[src/rtl/mse_acc_n_if.sv]
// Handshake bundle for mse_acc_n: input beat stream in, SSD result stream out.
interface mse_acc_n_if #(
  parameter int DATA_WIDTH = 16,
  parameter int LANES      = 4,
  parameter int ACC_WIDTH  = 48,
  parameter int CNT_WIDTH  = 16
);
  logic                          in_valid;
  logic                          in_ready;
  logic [LANES*DATA_WIDTH-1:0]   in_vctr_1;
  logic [LANES*DATA_WIDTH-1:0]   in_vctr_2;
  logic [LANES-1:0]              in_keep;
  logic                          in_last;
  logic                          out_valid;
  logic                          out_ready;
  logic [ACC_WIDTH-1:0]          out_sum;
  logic [CNT_WIDTH-1:0]          out_count;
  logic                          out_overflow;

  modport master (
    output in_valid, in_vctr_1, in_vctr_2, in_keep, in_last, out_ready,
    input  in_ready, out_valid, out_sum, out_count, out_overflow
  );

  modport slave (
    input  in_valid, in_vctr_1, in_vctr_2, in_keep, in_last, out_ready,
    output in_ready, out_valid, out_sum, out_count, out_overflow
  );
endinterface

[src/rtl/mse_acc_n.sv]
// Streaming sum-of-squared-differences accumulator over LANES element pairs per beat.
// Define MSE_ACC_SATURATE_EN to clamp the accumulator and report a sticky overflow.
//
// state | meaning
// ACCUM | accepting beats, accumulating into the running sum
// DRAIN | last beat accepted, waiting for it to leave the pipeline
// HOLD  | result presented on out_*, waiting for out_ready
module mse_acc_n #(
  parameter int DATA_WIDTH = 16,
  parameter int LANES      = 4,
  parameter int ACC_WIDTH  = 48,
  parameter int CNT_WIDTH  = 16
) (
  input  logic        clk,
  input  logic        rst_n,
  mse_acc_n_if.slave  bus
);
  localparam int SQ_W  = 2 * DATA_WIDTH;
  localparam int SUM_W = SQ_W + $clog2(LANES);

  typedef enum logic [1:0] {ACCUM, DRAIN, HOLD} state_t;

  state_t               state, state_nx;
  logic                 in_rdy_q;
  logic                 beat_ok;
  logic                 res_hs;
  logic [SQ_W-1:0]      sq_d  [LANES];
  logic [SQ_W-1:0]      s1_sq [LANES];
  logic                 s1_valid, s1_last;
  logic [SUM_W-1:0]     tree_sum, s2_sum;
  logic                 s2_valid, s2_last;
  logic                 s3_done;
  logic [ACC_WIDTH-1:0] acc_q, acc_nx;
  logic [CNT_WIDTH-1:0] cnt_q;

  assign beat_ok       = bus.in_valid && in_rdy_q;
  assign res_hs        = (state == HOLD) && bus.out_ready;
  assign bus.in_ready  = in_rdy_q;
  assign bus.out_valid = (state == HOLD);
  assign bus.out_sum   = acc_q;
  assign bus.out_count = cnt_q;

  for (genvar g = 0; g < LANES; g++) begin : g_lane
    logic [DATA_WIDTH-1:0] a, b, d;
    assign a        = bus.in_vctr_1[g*DATA_WIDTH +: DATA_WIDTH];
    assign b        = bus.in_vctr_2[g*DATA_WIDTH +: DATA_WIDTH];
    assign d        = (a >= b) ? (a - b) : (b - a);
    assign sq_d[g]  = bus.in_keep[g] ? (SQ_W'(d) * SQ_W'(d)) : '0;
  end

  always_comb begin
    tree_sum = '0;
    for (int i = 0; i < LANES; i++) begin
      tree_sum = tree_sum + SUM_W'(s1_sq[i]);
    end
  end

  // Only the valid/last flags need reset; data registers follow their valids.
  always_ff @(posedge clk) begin
    if (!rst_n) begin
      s1_valid <= 1'b0;
      s1_last  <= 1'b0;
      s2_valid <= 1'b0;
      s2_last  <= 1'b0;
      s3_done  <= 1'b0;
    end else begin
      s1_valid <= beat_ok;
      s1_last  <= beat_ok && bus.in_last;
      s2_valid <= s1_valid;
      s2_last  <= s1_valid && s1_last;
      s3_done  <= s2_valid && s2_last;
    end
  end

  always_ff @(posedge clk) begin
    if (beat_ok)  s1_sq  <= sq_d;
    if (s1_valid) s2_sum <= tree_sum;
  end

`ifdef MSE_ACC_SATURATE_EN
  logic [ACC_WIDTH:0] acc_sum;
  logic               ovf_q;
  assign acc_sum = {1'b0, acc_q} + (ACC_WIDTH+1)'(s2_sum);
  assign acc_nx  = acc_sum[ACC_WIDTH] ? '1 : acc_sum[ACC_WIDTH-1:0];

  always_ff @(posedge clk) begin
    if (!rst_n || res_hs)                   ovf_q <= 1'b0;
    else if (s2_valid && acc_sum[ACC_WIDTH]) ovf_q <= 1'b1;
  end

  assign bus.out_overflow = ovf_q && (state == HOLD);
`else
  assign acc_nx           = acc_q + ACC_WIDTH'(s2_sum);
  assign bus.out_overflow = 1'b0;
`endif

  always_ff @(posedge clk) begin
    if (!rst_n || res_hs) acc_q <= '0;
    else if (s2_valid)    acc_q <= acc_nx;
  end

  always_ff @(posedge clk) begin
    if (!rst_n || res_hs)            cnt_q <= '0;
    else if (beat_ok && cnt_q != '1) cnt_q <= cnt_q + CNT_WIDTH'(1);
  end

  always_ff @(posedge clk) begin
    if (!rst_n) begin
      state    <= ACCUM;
      in_rdy_q <= 1'b0;
    end else begin
      state    <= state_nx;
      in_rdy_q <= (state_nx == ACCUM);
    end
  end

  always_comb begin
    state_nx = state;
    case (state)
      ACCUM:   if (beat_ok && bus.in_last) state_nx = DRAIN;
      DRAIN:   if (s3_done)                state_nx = HOLD;
      HOLD:    if (bus.out_ready)          state_nx = ACCUM;
      default:                             state_nx = ACCUM;
    endcase
  end
endmodule

[src/flat_wrapper.sv]
// flat-port wrapper written by rule: the top's interface ports become plain ports
module mse_acc_n_flat 
#(
  parameter int DATA_WIDTH = 16,
  parameter int LANES      = 4,
  parameter int ACC_WIDTH  = 48,
  parameter int CNT_WIDTH  = 16
)
  (clk, rst_n, bus_in_valid, bus_in_vctr_1, bus_in_vctr_2, bus_in_keep, bus_in_last, bus_out_ready, bus_in_ready, bus_out_valid, bus_out_sum, bus_out_count, bus_out_overflow);
  mse_acc_n_if #(.DATA_WIDTH(DATA_WIDTH), .LANES(LANES), .ACC_WIDTH(ACC_WIDTH), .CNT_WIDTH(CNT_WIDTH)) bus_i ();
  input  logic clk;
  input  logic rst_n;
  input wire logic [$bits(bus_i.in_valid)-1:0] bus_in_valid;
  input wire logic [$bits(bus_i.in_vctr_1)-1:0] bus_in_vctr_1;
  input wire logic [$bits(bus_i.in_vctr_2)-1:0] bus_in_vctr_2;
  input wire logic [$bits(bus_i.in_keep)-1:0] bus_in_keep;
  input wire logic [$bits(bus_i.in_last)-1:0] bus_in_last;
  input wire logic [$bits(bus_i.out_ready)-1:0] bus_out_ready;
  output wire logic [$bits(bus_i.in_ready)-1:0] bus_in_ready;
  output wire logic [$bits(bus_i.out_valid)-1:0] bus_out_valid;
  output wire logic [$bits(bus_i.out_sum)-1:0] bus_out_sum;
  output wire logic [$bits(bus_i.out_count)-1:0] bus_out_count;
  output wire logic [$bits(bus_i.out_overflow)-1:0] bus_out_overflow;
  assign bus_i.in_valid = bus_in_valid;
  assign bus_i.in_vctr_1 = bus_in_vctr_1;
  assign bus_i.in_vctr_2 = bus_in_vctr_2;
  assign bus_i.in_keep = bus_in_keep;
  assign bus_i.in_last = bus_in_last;
  assign bus_i.out_ready = bus_out_ready;
  assign bus_in_ready = bus_i.in_ready;
  assign bus_out_valid = bus_i.out_valid;
  assign bus_out_sum = bus_i.out_sum;
  assign bus_out_count = bus_i.out_count;
  assign bus_out_overflow = bus_i.out_overflow;
  mse_acc_n #(.DATA_WIDTH(DATA_WIDTH), .LANES(LANES), .ACC_WIDTH(ACC_WIDTH), .CNT_WIDTH(CNT_WIDTH)) u_core (.clk(clk), .rst_n(rst_n), .bus(bus_i));
endmodule
[config.mk]
export PLATFORM = sky130hd
export DESIGN_NAME = mse_acc_n_flat
export DESIGN_NICKNAME = d
export VERILOG_FILES = /design/src/rtl/mse_acc_n_if.sv /design/src/rtl/mse_acc_n.sv /design/src/flat_wrapper.sv
export SDC_FILE = /design/constraint.sdc
export NUM_CORES = 2
export LEC_CHECK = 0
export CAP_MARGIN = 20
export CORE_MARGIN = 2
export CORE_UTILIZATION = 55
export CTS_CLUSTER_SIZE = 30
export DETAILED_ROUTE_END_ITERATION = 8
export HOLD_SLACK_MARGIN = 0.02
export PLACE_DENSITY = 0.71
export SKIP_LAST_GASP = 1
export SYNTH_ARGS = -nofsm -noshare
export SYNTH_HDL_FRONTEND = slang
export SYNTH_SLANG_ARGS = --single-unit
[constraint.sdc]
create_clock -name clk -period 21.4 [get_ports clk]
set_input_delay 6.42 -clock clk [delete_from_list [all_inputs] [get_ports clk]]
set_output_delay 6.42 -clock clk [all_outputs]
set_load 0.03 [all_outputs]
==> reports/metrics.yaml <==
final_util: 0.602
dr_total_vias: 37000
fin_crit_sh: 0.764
rows: 108
core_um2: 86900
ios: 204
fin_nets: 7084
first_pass_iters: 5
hold_viol: 0
portBuffers: 202
gr-total-overflow: 0
cts.clk_slew.worst_paths_ps: 60
ctsHoldBuffers: 0
root_buffer: "clkbuf_16"
synth.top_cells.by_area: "fa_1 (29%), ha_1 (16%), edfxtp_1 (9.8%), inv_1 (9.6%), nor2_1 (3.5%)"
start_util: 0.555
postRouteAntennaNets: 0
synth_edf_count: 158
rsz0062_at_grt: "false"
grt_antenna_before_repair: 2
ys_top_cells_by_count: "inv_1 (1236), fa_1 (689), ha_1 (613), nor2_1 (453), nand2_1 (402)"
area_growth_pct: 8.40
critical-path-top-delay-family: "adder cells"
place_ws_ps: 4580
critPathBufInv: 10
crit_required_ps: 21690
crit_type: "input port to flop"
htreeDepth: 1
track_usage: 0.257
cts_resized: 0
cts_sinks: 230
clkLatencyLatePin_ps: 570
slew_viol_final: 0
cts_setup_buffers: 0
timing.fmax_mhz: 61.2
wirelength_um: 113000
syn_inst: 5511
slew_headroom: 0.202
syn_area_per_cell_um2: 8.76
die_x_um: 300
setup_ws_ps: 5050
crit_top_cell: "inv_1"
fin_crit_ps: 16350
post-synth-top-area-fraction: 0.286
grt_pass1_vias: 37800
synth_top_area_cell: "fa_1"
setup_violations: 0
synthArstFlopShare: 0
die_h_um: 300
drt_iter0_markers: 2321
crit_arrival_ps: 16640
grt_pass1_wl_um: 189000
slowest_delay_ps: 830
cp_max_fo: 26
gp_congestion: 0.913
routedWlPerCell_um: 16.6
worst_pin_slew_ps: 1190
die_area_um2: 90100
grt_max_degree: 68
critPathSlowestCell: "or2_1"
viasPerCell: 5.42
synth.ff_latch_count: 230
skew_ps: 28.6
drc: 0
cts_max_path_buffers: 3
synth_top_flop_cell: "edfxtp_1"
end_kind: "flop"
synth-warning-count: 0
maxCapViolCount: 0
cts_tree: "done"
synth_most_common_cell: "inv_1"
status: "completed"
cts_buffers: 27
synth-seq-area-share: 0.128
synth_area_um2: 48300
crit_path_start_kind: "input port"
hold_path_class: "flop to flop"
layout-drive-gt1-share: 0.0307
synthDistinctLibCells: 96
tns_ps: 0
hpwlAfterDp_um: 95900
==> metrics by stage <==
step	cell area [µm²]	hold slack, ps	instances
finish	52300	468	6822
global route	52300	485	6822
CTS	52300	464	6820
detailed placement	51400	440	6770
global placement	51400	437	6769
floorplan	48300	429	5512
==> worst paths after layout <==
path	slack [ps]	depth (start not counted)	end	startpoint
worst min register to register	470	1	u_core.s2_last$_SDFF_PN0_	u_core.s1_last$_SDFF_PN0_
worst max register to register	15570	19	u_core.s2_sum[33]$_DFFE_PP_	u_core.s1_sq[79]$_SDFFCE_PN0P_
worst max-delay path	5050	36	u_core.s1_sq[125]$_SDFFCE_PN0P_	bus_in_vctr_1[0]
worst min-delay path	470	1	u_core.s2_last$_SDFF_PN0_	u_core.s1_last$_SDFF_PN0_
==> cells in the final DEF (no fill, tap or decap), drive strengths merged, types with 66 or more instances in the layout <==
cell           instances
a21o                 178
nand2                404
nor2                 454
nand2b                66
xnor2                160
inv                 1254
o21ai                181
clkdlybuf4s50        202
fa                   689
nand3                 76
edfxtp               158
and2                 102
xor2                 111
ha                   613
a21oi                255
dfxtp                 72
==> registers in the layout (all words and copies together), names as in the netlist, 2 cells and up <==
name                  cells
u_core.bus.out_count     16
u_core.bus.out_sum       48
u_core.s1_sq            124
u_core.s2_sum            34
u_core.state              2
==> layer usage <==
| layer | global-route usage | vias up | wire length, µm |
|---|---|---|---|
| li1 | - | 17800 | - |
| met1 | 0.355 | 17900 | 50600 |
| met2 | 0.437 | 1055 | 54100 |
| met3 | 0.0292 | 163 | 6080 |
| met4 | 0.0524 | 0 | 2360 |
| met5 | 0 | - | 0 |
==> cells by family (layout without fill, tap and decap cells) <==
kind of cell,count (synthesis),in the layout,synth area share
AOI/OAI and AO/OA,898,898,0.121
other,2,4,0.000156
xor gates and xnor gates,273,273,0.0522
adders and majority gates,1302,1302,0.445
buffers and inverters,1392,1546,0.110
and+or+nand+nor,1354,1354,0.130
DFF,230,230,0.128
muxes,60,60,0.0128
==> final cells by class <==
cell class / count / area (µm²)
clock buffer: 29 / 683
fill: 7614 / 34600
tap: 1155 / 1450
sequential: 230 / 6190
timing repair buffer: 243 / 2330
antenna: 1 / 2.50
multi-input combinational: 3890 / 36800
inverter: 1253 / 4710
clock inverter: 21 / 198
Power is left out: the tool's default activity adds up to more than one toggle a clock period on the data nets, which glitch-free logic cannot reach.
